**config.mk**
```make
export PLATFORM = sky130hd
export DESIGN_NAME = i2c_master_arbiter
export DESIGN_NICKNAME = d
export VERILOG_FILES = /design/src/rtl/i2c_master_arbiter.sv
export SDC_FILE = /design/constraint.sdc
export NUM_CORES = 1
export LEC_CHECK = 0
export ABC_AREA = 1
export BUFFER_PORTS_ARGS = -buffer_cell sky130_fd_sc_hd__buf_2
export CORE_MARGIN = 4
export CORE_UTILIZATION = 53
export DETAILED_ROUTE_END_ITERATION = 10
export PLACE_DENSITY = 0.93
export SETUP_SLACK_MARGIN = 0.3
export SYNTH_ARGS = -nofsm -noshare
export SYNTH_HDL_FRONTEND = slang
export SYNTH_SLANG_ARGS = --single-unit
```
**constraint.sdc**
```tcl
create_clock -name clk -period 3.37 [get_ports clk]
set_clock_uncertainty 0.15 [all_clocks]
set_input_delay 0.674 -clock clk [delete_from_list [all_inputs] [get_ports clk]]
set_output_delay 0.674 -clock clk [all_outputs]
set_load 0.005 [all_outputs]
```
**src/rtl/i2c_master_arbiter.sv**
```systemverilog
// Round-robin arbiter sharing one fsm_master I2C engine between NUM_REQ clients.
// Latches the winner's operands, launches the engine and returns a done or err pulse.
module i2c_master_arbiter #(
   parameter int unsigned NUM_REQ  = 4,
   parameter int unsigned ADDR_LEN = 7,
   parameter int unsigned DATA_LEN = 8,
   parameter int unsigned TIMEOUT  = 1023
) (
   input  logic                         clk,
   input  logic                         rst_n,
   input  logic [NUM_REQ-1:0]           req,
   input  logic [NUM_REQ*ADDR_LEN-1:0]  req_addr,
   input  logic [NUM_REQ-1:0]           req_rw,
   input  logic [NUM_REQ*DATA_LEN-1:0]  req_data1,
   input  logic [NUM_REQ*DATA_LEN-1:0]  req_data2,
   output logic [NUM_REQ-1:0]           gnt,
   output logic [NUM_REQ-1:0]           done,
   output logic [NUM_REQ-1:0]           err,
   output logic                         m_start,
   output logic [ADDR_LEN-1:0]          m_add_reg,
   output logic                         m_R_W,
   output logic [DATA_LEN-1:0]          m_data_1,
   output logic [DATA_LEN-1:0]          m_data_2,
   input  logic                         m_free
);

   localparam int unsigned PtrW = (NUM_REQ > 1) ? $clog2(NUM_REQ) : 1;
   localparam int unsigned SumW = PtrW + 1;
   localparam int unsigned CntW = (TIMEOUT > 0) ? $clog2(TIMEOUT + 1) : 1;

   typedef enum logic [1:0] {
      StIdle,
      StLaunch,
      StWaitBusy,
      StWaitFree
   } state_e;

   state_e              state_q, state_d;
   logic [PtrW-1:0]     ptr_q, ptr_d;
   logic [PtrW-1:0]     win_q, win_d;
   logic [CntW-1:0]     cnt_q, cnt_d;
   logic [NUM_REQ-1:0]  done_q, done_d;
   logic [NUM_REQ-1:0]  err_q, err_d;
   logic [ADDR_LEN-1:0] addr_q, addr_d;
   logic                rw_q, rw_d;
   logic [DATA_LEN-1:0] data1_q, data1_d;
   logic [DATA_LEN-1:0] data2_q, data2_d;

   logic                pick_found;
   logic [PtrW-1:0]     pick_idx;
   logic [SumW-1:0]     pick_sum;
   logic [PtrW-1:0]     ptr_after_win;

   // Scan requests starting at ptr_q, wrapping modulo NUM_REQ; first hit wins.
   always_comb begin
      pick_found = 1'b0;
      pick_idx   = '0;
      pick_sum   = '0;
      for (int i = 0; i < NUM_REQ; i++) begin
         pick_sum = {1'b0, ptr_q} + SumW'(i);
         if (pick_sum >= SumW'(NUM_REQ)) begin
            pick_sum = pick_sum - SumW'(NUM_REQ);
         end
         if (!pick_found && req[pick_sum[PtrW-1:0]]) begin
            pick_found = 1'b1;
            pick_idx   = pick_sum[PtrW-1:0];
         end
      end
   end

   always_comb begin
      ptr_after_win = (win_q == PtrW'(NUM_REQ - 1)) ? '0 : win_q + PtrW'(1);
   end

   always_comb begin
      state_d = state_q;
      ptr_d   = ptr_q;
      win_d   = win_q;
      cnt_d   = cnt_q;
      done_d  = '0;
      err_d   = '0;
      addr_d  = addr_q;
      rw_d    = rw_q;
      data1_d = data1_q;
      data2_d = data2_q;

      unique case (state_q)
         StIdle: begin
            if (pick_found && m_free) begin
               win_d   = pick_idx;
               addr_d  = req_addr[pick_idx*ADDR_LEN +: ADDR_LEN];
               rw_d    = req_rw[pick_idx];
               data1_d = req_data1[pick_idx*DATA_LEN +: DATA_LEN];
               data2_d = req_data2[pick_idx*DATA_LEN +: DATA_LEN];
               state_d = StLaunch;
            end
         end
         StLaunch: begin
            cnt_d   = '0;
            state_d = StWaitBusy;
         end
         StWaitBusy: begin
            if (!m_free) begin
               state_d = StWaitFree;
            end else if (cnt_q == CntW'(TIMEOUT)) begin
               // Engine never acknowledged the start: give the slot up.
               err_d   = NUM_REQ'(1) << win_q;
               ptr_d   = ptr_after_win;
               state_d = StIdle;
            end else begin
               cnt_d = cnt_q + CntW'(1);
            end
         end
         StWaitFree: begin
            if (m_free) begin
               done_d  = NUM_REQ'(1) << win_q;
               ptr_d   = ptr_after_win;
               state_d = StIdle;
            end
         end
         default: begin
            state_d = StIdle;
         end
      endcase
   end

   always_ff @(posedge clk or negedge rst_n) begin
      if (!rst_n) begin
         state_q <= StIdle;
         ptr_q   <= '0;
         win_q   <= '0;
         cnt_q   <= '0;
         done_q  <= '0;
         err_q   <= '0;
         addr_q  <= '0;
         rw_q    <= 1'b0;
         data1_q <= '0;
         data2_q <= '0;
      end else begin
         state_q <= state_d;
         ptr_q   <= ptr_d;
         win_q   <= win_d;
         cnt_q   <= cnt_d;
         done_q  <= done_d;
         err_q   <= err_d;
         addr_q  <= addr_d;
         rw_q    <= rw_d;
         data1_q <= data1_d;
         data2_q <= data2_d;
      end
   end

   // Grant is derived from the held winner so it is one-hot by construction.
   always_comb begin
      gnt       = (state_q != StIdle) ? (NUM_REQ'(1) << win_q) : '0;
      m_start   = (state_q == StLaunch);
      done      = done_q;
      err       = err_q;
      m_add_reg = addr_q;
      m_R_W     = rw_q;
      m_data_1  = data1_q;
      m_data_2  = data2_q;
   end

   a_gnt_onehot : assert property (@(posedge clk) disable iff (!rst_n) $onehot0(gnt));
   a_done_onehot : assert property (@(posedge clk) disable iff (!rst_n) $onehot0(done));
   a_err_onehot : assert property (@(posedge clk) disable iff (!rst_n) $onehot0(err));
   a_no_overlap : assert property (@(posedge clk) disable iff (!rst_n)
                                   !((|done || |err) && |gnt));

endmodule

```
==> metrics.txt, run 1 <==
status=completed; Post-route DRC=0; Setup Total Neg Slack=0 ns; P&R area growth vs syn=21.5%; DRT Pass-1 Iters=5; gr ovfl total=0; most frequent cells after synthesis=224 x nand2_1, 90 x nand3_1, 48 x dfrtp_1; Synth cell types=27; core area=0.00606 sq mm; largest net degree at the start of global routing=49; vias per inst=5.26; Max Cap Viol=0; RD Place Congestion=0.969; Max FO, Critical Path=31; syn_area_per_cell=6.57 sq um; Switch Pwr=2.02 mW; hold buffer count at cts=0; CTS Sinks=48; Fillers=511; gate count of the mapped netlist=513; largest cells by area after synthesis=dfrtp_1 36%, nand2_1 25%, nand3_1 13%; Final ANT Viol Nets=0; Wirelength per Cell=12.9 um; Port Buffers=139; share of cells above drive strength 1=26.8%; P_int=1.80 mW; setup ws final=0.545 ns; logic gate share of total power=68.1%; WP buf/inv=2; vias in the first global route=3565; Largest register FFs=10; Final Max Slew Viols=0; Mapped Area=0.00337 sq mm; area of the multi-input gates=0.00179 sq mm; vias=3753; final hold violation count=0; Flop pwr share=23.5%; Yosys warnings=0; nets@finish=746; Lkg Pwr=2.47 nW; antenna cells=0; area leader, netlist=dfrtp_1; final worst-path cycle share=83.8%; Reg area=0.00120 sq mm; EDFF count, synth=0; RSZ-0062 raised after global routing=false; worst slew pin tran=1.06 ns; initial DRC count=264; Req. time, crit path=3.45 ns; slew margin rel.=29.4%; Synth Register Bits=48; crit-path max cell delay=0.57 ns; initial antenna violation count=0; Setup CP Type=reg2reg; CP startpoint kind=register; TritonCTS clock tree=built; die width=87.8 um; clk_lat worst skew=0.29 ns; Fin Hold WS=0.332 ns; fraction of the yosys area taken by sequential cells=35.6%; clock slew at reported path FFs=0.09 ns; initial core utilization=55.6%; syn_nets=621; Top reg by flops=cnt_q; final setup vio count=0; worst min path class=reg2reg; Crit path top cell by count=nand2_1; clock buffer depth=2; Max IR drop VDD=0.000592 V; root buf cell=clkbuf_8; Ports=140; first-pass GRT wire length=14900 um; Rows=28; Top delay family on crit path=simple AND/OR/NAND/NOR gates; PD cells=935 mW/mm^2; fmax=0.354 GHz; Die H=87.8 um; Slowest cell on crit path=dfrtp_1; count leader, synth=nand2_1; Clock power frac=8.5%; Top FF cell, synth=dfrtp_1; Total Routed Length=9170 um; CTS Buf Count=5; total track usage=23.8%; fin crit period=2.82 ns; Sw Ratio=52.9%; Critical Path End Type=register; post-DP HPWL=7120 um; H-tree depth=2; Synth top area share=35.6%; Inst Count DP=706; Critical Path, Cell by Cell=inv_2 > nand2_1 > nand3_1 > nand2_1 > inv_2 > nand3_4 > nand3_4 > nor2_2 > nand2_1 > nand3_1; Post-synth ARST share=100%; Layout Cells excl Fill=713; Die ar.=0.00770 sq mm; post-placement setup slack=0.499 ns; Crit path arrival time=2.90 ns
==> per-layer routing <==
metal,global-route usage [%],wire (um),up-vias
li1,-,-,1866
met1,28.9,3710,1692
met2,41.1,4510,169
met3,4.14,674,26
met4,10.9,273,0
met5,0,0,-
==> placed cells by master (no fill, tap or decap) <==
master | synthesis | layout
nand2_1 | 224 | 224
buf_2 | 8 | 139
nand3_1 | 90 | 90
dfrtp_1 | 48 | 48
inv_1 | 44 | 44
nor2_1 | 17 | 17
nor3_1 | 12 | 12
o21ai_0 | 11 | 11
nand2_2 | 7 | 7
a21oi_1 | 6 | 6
inv_2 | 5 | 5
ha_1 | 5 | 5
clkbuf_8 | 0 | 5
nand4_1 | 4 | 4
nand3_4 | 2 | 3
buf_4 | 7 | 3
xor2_1 | 2 | 2
nand3_2 | 3 | 2
clkinv_1 | 1 | 1
nand2_4 | 1 | 1
nor2_8 | 1 | 1
o21ai_1 | 1 | 1
nor2_4 | 1 | 1
nor2_2 | 1 | 1
a221oi_1 | 1 | 1
a211oi_1 | 1 | 1
clkinv_2 | 0 | 1
clkinvlp_4 | 0 | 1
buf_12 | 0 | 1
==> worst register-to-register path: cells and delay by family, from the launching register on <==
kind | cells | cell delay, ns
and+or+nand+nor | 8 | 1.79
DFF | 1 | 0.57
buffers and inverters | 2 | 0.25
==> power by group through the flow <==
stage	Combinational [mW]	Sequential (mW)	Clock, mW
floorplan	2.15	0.884	0
global placement	2.50	0.898	0
detailed placement	2.58	0.902	0
CTS	2.58	0.896	0.333
global route	2.96	0.922	0.356
finish	2.61	0.898	0.324
==> final timing paths <==
kind	startpoint	end	slack [ns]	cells after the start
worst max-delay path	ptr_q[0]$_DFFE_PN0P_	m_data_2[4]$_DFFE_PN0P_	0.55	10
worst min-delay path	m_data_2[5]$_DFFE_PN0P_	m_data_2[5]$_DFFE_PN0P_	0.33	2
worst max register to register	ptr_q[0]$_DFFE_PN0P_	m_data_2[4]$_DFFE_PN0P_	0.55	10
worst min register to register	m_data_2[5]$_DFFE_PN0P_	m_data_2[5]$_DFFE_PN0P_	0.33	2
max in group asynchronous	rst_n	m_data_1[4]$_DFFE_PN0P_	2.00	1
min in group asynchronous	rst_n	cnt_q[1]$_DFFE_PN0P_	0.42	1
==> logic make-up (layout without fill, tap and decap cells) <==
| family | after synthesis | after routing | share of synthesized area (%) |
|---|---|---|---|
| and+or+nand+nor | 363 | 363 | 47.4 |
| buffers and inverters | 75 | 200 | 11.4 |
| DFF | 48 | 48 | 35.6 |
| AOI/OAI and AO/OA | 20 | 20 | 3.16 |
| adders and majority gates | 5 | 5 | 1.86 |
| xor gates and xnor gates | 2 | 2 | 0.520 |
==> through the flow <==
stage | power [mW] | utilization [%] | instance area [sq um]
finish | 3.83 | 67.5 | 4090
global route | 4.24 | 67.5 | 4090
CTS | 3.81 | 67.4 | 4090
detailed placement | 3.48 | 66.1 | 4010
global placement | 3.40 | 66.1 | 4010
floorplan | 3.04 | - | 3370
==> timing repair <==
action / in CTS / in global routing
setup buffers: 0 / 0
setup endpoints to repair: 0 / 4
gates resized for setup: 0 / 1
==> layout make-up <==
class	instances	share of cell area, %
multi-input cells	390	43.8
flip-flops and latches	48	29.3
repair buffers	143	18.0
inverters	50	4.58
well taps	75	2.29
clock buffers	5	1.68
clock inverters	2	0.306
(Power assumes the default switching activity.)
==> inputs of run 2 (changes only) <==
--- a/config.mk
+++ b/config.mk
@@ -8,9 +8,9 @@
 export ABC_AREA = 1
 export BUFFER_PORTS_ARGS = -buffer_cell sky130_fd_sc_hd__buf_2
 export CORE_MARGIN = 4
-export CORE_UTILIZATION = 53
+export CORE_UTILIZATION = 44
 export DETAILED_ROUTE_END_ITERATION = 10
-export PLACE_DENSITY = 0.93
+export PLACE_DENSITY = 0.83
 export SETUP_SLACK_MARGIN = 0.3
 export SYNTH_ARGS = -nofsm -noshare
 export SYNTH_HDL_FRONTEND = slang
==> constraint.sdc (replaced) <==
create_clock -name clk -period 2.3 [get_ports clk]
set_clock_uncertainty 0.15 [all_clocks]
set_input_delay 0.46 -clock clk [delete_from_list [all_inputs] [get_ports clk]]
set_output_delay 0.46 -clock clk [all_outputs]
set_load 0.005 [all_outputs]
==> metrics.txt, run 2 (synthesized netlist as in run 1, its figures left out) <==
die width=95.5 um (was 87.8 um); logic gate share of total power=76.3% (was 68.1%); P&R area growth vs syn=43.3% (was 21.5%); Top reg by flops=cnt_q (unchanged); post-DP HPWL=7700 um (was 7120 um); worst slew pin tran=0.627 ns (was 1.06 ns); largest net degree at the start of global routing=29 (was 49); Largest register FFs=10 (unchanged); fin crit period=2.22 ns (was 2.82 ns); root buf cell=clkbuf_8 (unchanged); post-placement setup slack=0.120 ns (was 0.499 ns); Rows=31 (was 28); Crit path arrival time=2.26 ns (was 2.90 ns); P_int=4.03 mW (was 1.80 mW); worst min path class=in2async (was reg2reg); vias=4077 (was 3753); nets@finish=784 (was 746); Sw Ratio=49.0% (was 52.9%); CTS Buf Count=5 (unchanged); Tot Pwr=7.91 mW (was 3.83 mW); Critical Path End Type=register (unchanged); Die ar.=0.00913 sq mm (was 0.00770 sq mm); Lkg Pwr=2.79 nW (was 2.47 nW); Req. time, crit path=2.35 ns (was 3.45 ns); total track usage=23.3% (was 23.8%); H-tree depth=2 (unchanged); fmax=0.451 GHz (was 0.354 GHz); initial DRC count=265 (was 264); gr ovfl total=0 (unchanged); vias in the first global route=3802 (was 3565); Final ANT Viol Nets=0 (unchanged); DRT Pass-1 Iters=5 (unchanged); clock slew at reported path FFs=0.10 ns (was 0.09 ns); final setup vio count=0 (unchanged); initial antenna violation count=1 (was 0); share of cells above drive strength 1=37.4% (was 26.8%); TritonCTS clock tree=built (unchanged); Fillers=585 (was 511); Max IR drop VDD=0.000645 V (was 0.000592 V); clk_lat worst skew=0.30 ns (was 0.29 ns); Final Max Slew Viols=0 (unchanged); Non-Filler Cell Area, Final=0.00483 sq mm (was 0.00409 sq mm); status=completed (unchanged); CTS Sinks=48 (unchanged); Reg area=0.00120 sq mm (about the same); CP startpoint kind=register (unchanged); area of the multi-input gates=0.00201 sq mm (was 0.00179 sq mm); Setup Total Neg Slack=0 ns (unchanged); hold buffer count at cts=0 (unchanged); slew margin rel.=58.2% (was 29.4%); Wirelength per Cell=14.4 um (was 12.9 um); first-pass GRT wire length=17000 um (was 14900 um); RR Startpoint=ptr_q[0]$_DFFE_PN0P_ (unchanged); RD Place Congestion=0.884 (was 0.969); RSZ-0062 raised after global routing=true (was false); most frequent cells in the layout=197 x nand2_1, 139 x buf_2, 81 x nand3_1 (was 224 x nand2_1, 139 x buf_2, 90 x nand3_1); vias per inst=5.25 (was 5.26); final hold violation count=0 (unchanged); Placed Area=0.00412 sq mm (was 0.00401 sq mm); Setup CP Type=reg2reg (unchanged); clock buffer depth=2 (unchanged); final worst-path cycle share=96.4% (was 83.8%); CP startpoint=ptr_q[0]$_DFFE_PN0P_ (unchanged); core area=0.00733 sq mm (was 0.00606 sq mm); most common cell after layout, fill and taps aside=nand2_1 (unchanged); Post-route DRC=0 (unchanged); Max Cap Viol=0 (unchanged); Switch Pwr=3.88 mW (was 2.02 mW); initial core utilization=46.0% (was 55.6%); Clock power frac=6.8% (was 8.5%); Total Routed Length=11200 um (was 9170 um); R2R depth=16 (was 10); PD cells=1640 mW/mm^2 (was 935 mW/mm^2); Max FO, Critical Path=7 (was 31); Ports=140 (unchanged); setup ws final=0.0829 ns (was 0.545 ns); antenna cells=0 (unchanged); Flop pwr share=17.0% (was 23.5%); Port Buffers=139 (unchanged); Die H=95.5 um (was 87.8 um)
## run 2: cell types whose count changed in the layout (fill, tap and decap cells not counted), moves of 6 or more
cell,change
nand2_1,-27
buf_4,+20
nand2_2,+15
nand2_4,+11
nand3_1,-9
buf_6,+7
nand3_2,+6
## run 2: final timing paths
check	slack, ns	end
min in group clk	0.31	m_data_1[2]$_DFFE_PN0P_
max reg2reg	0.08	m_add_reg[5]$_DFFE_PN0P_
min	0.02	cnt_q[3]$_DFFE_PN0P_
max	0.08	m_add_reg[5]$_DFFE_PN0P_
max in group asynchronous	1.37	m_add_reg[3]$_DFFE_PN0P_
min reg2reg	0.33	m_data_2[1]$_DFFE_PN0P_
## run 2: area by class of cell
type	count	area share (%)
multi-input cells	390	41.5
flip-flops and latches	48	24.9
repair buffers	180	24.6
inverters	50	4.20
well taps	99	2.56
clock buffers	6	1.71
clock inverters	2	0.311
repair inverters	1	0.130
## run 2: worst max-delay path: stages (launching register included)
cell     delay (ns)
dfrtp_2        0.49
buf_6          0.17
nand2_2        0.06
nand2_2        0.07
nand2_2        0.08
nand2_2        0.07
nand2_4        0.11
nand2_4        0.08
nand2_4        0.08
nand3_4        0.17
buf_12         0.20
nand2_2        0.06
nand2_1        0.08
nand2_2        0.07
nand2_2        0.05
nand2_1        0.06
nand2_1        0.05
## run 2: per-layer routing
metal  track usage [%]  up-vias  routed length [um]
li1                  -     1944                   -
met1              27.9     1850                4270
met2              41.0      234                5640
met3              4.58       47                 938
met4              8.77        2                 339
met5                 0        -                  13
## run 2: power by group through the flow
stage	Clock [mW]	Sequential, mW	Combinational [mW]
final	0.536	1.34	6.03
after global routing	0.579	1.37	6.57
after CTS	0.547	1.32	5.10
after detailed placement	0	1.32	4.05
after global placement	0	1.32	3.96
after floorplan	0	1.29	3.15
## run 2: repair_timing
item | CTS | global route
endpoints found under the hold margin | 0 | 0
buffers inserted | 13 | 10
resized for setup | 31 | 53
gates cloned | 3 | 2
setup endpoints to repair | 27 | 32
pin swaps | 10 | 29
## run 2: per-stage QoR
stage | util [%] | instances | hold WS [ns]
finish | 65.9 | 776 | 0.0198
global route | 65.9 | 776 | 0.0680
CTS | 61.8 | 764 | 0.0348
detailed placement | 56.2 | 740 | 0.313
global placement | 56.2 | 740 | 0.307
floorplan | - | 513 | 0.0144
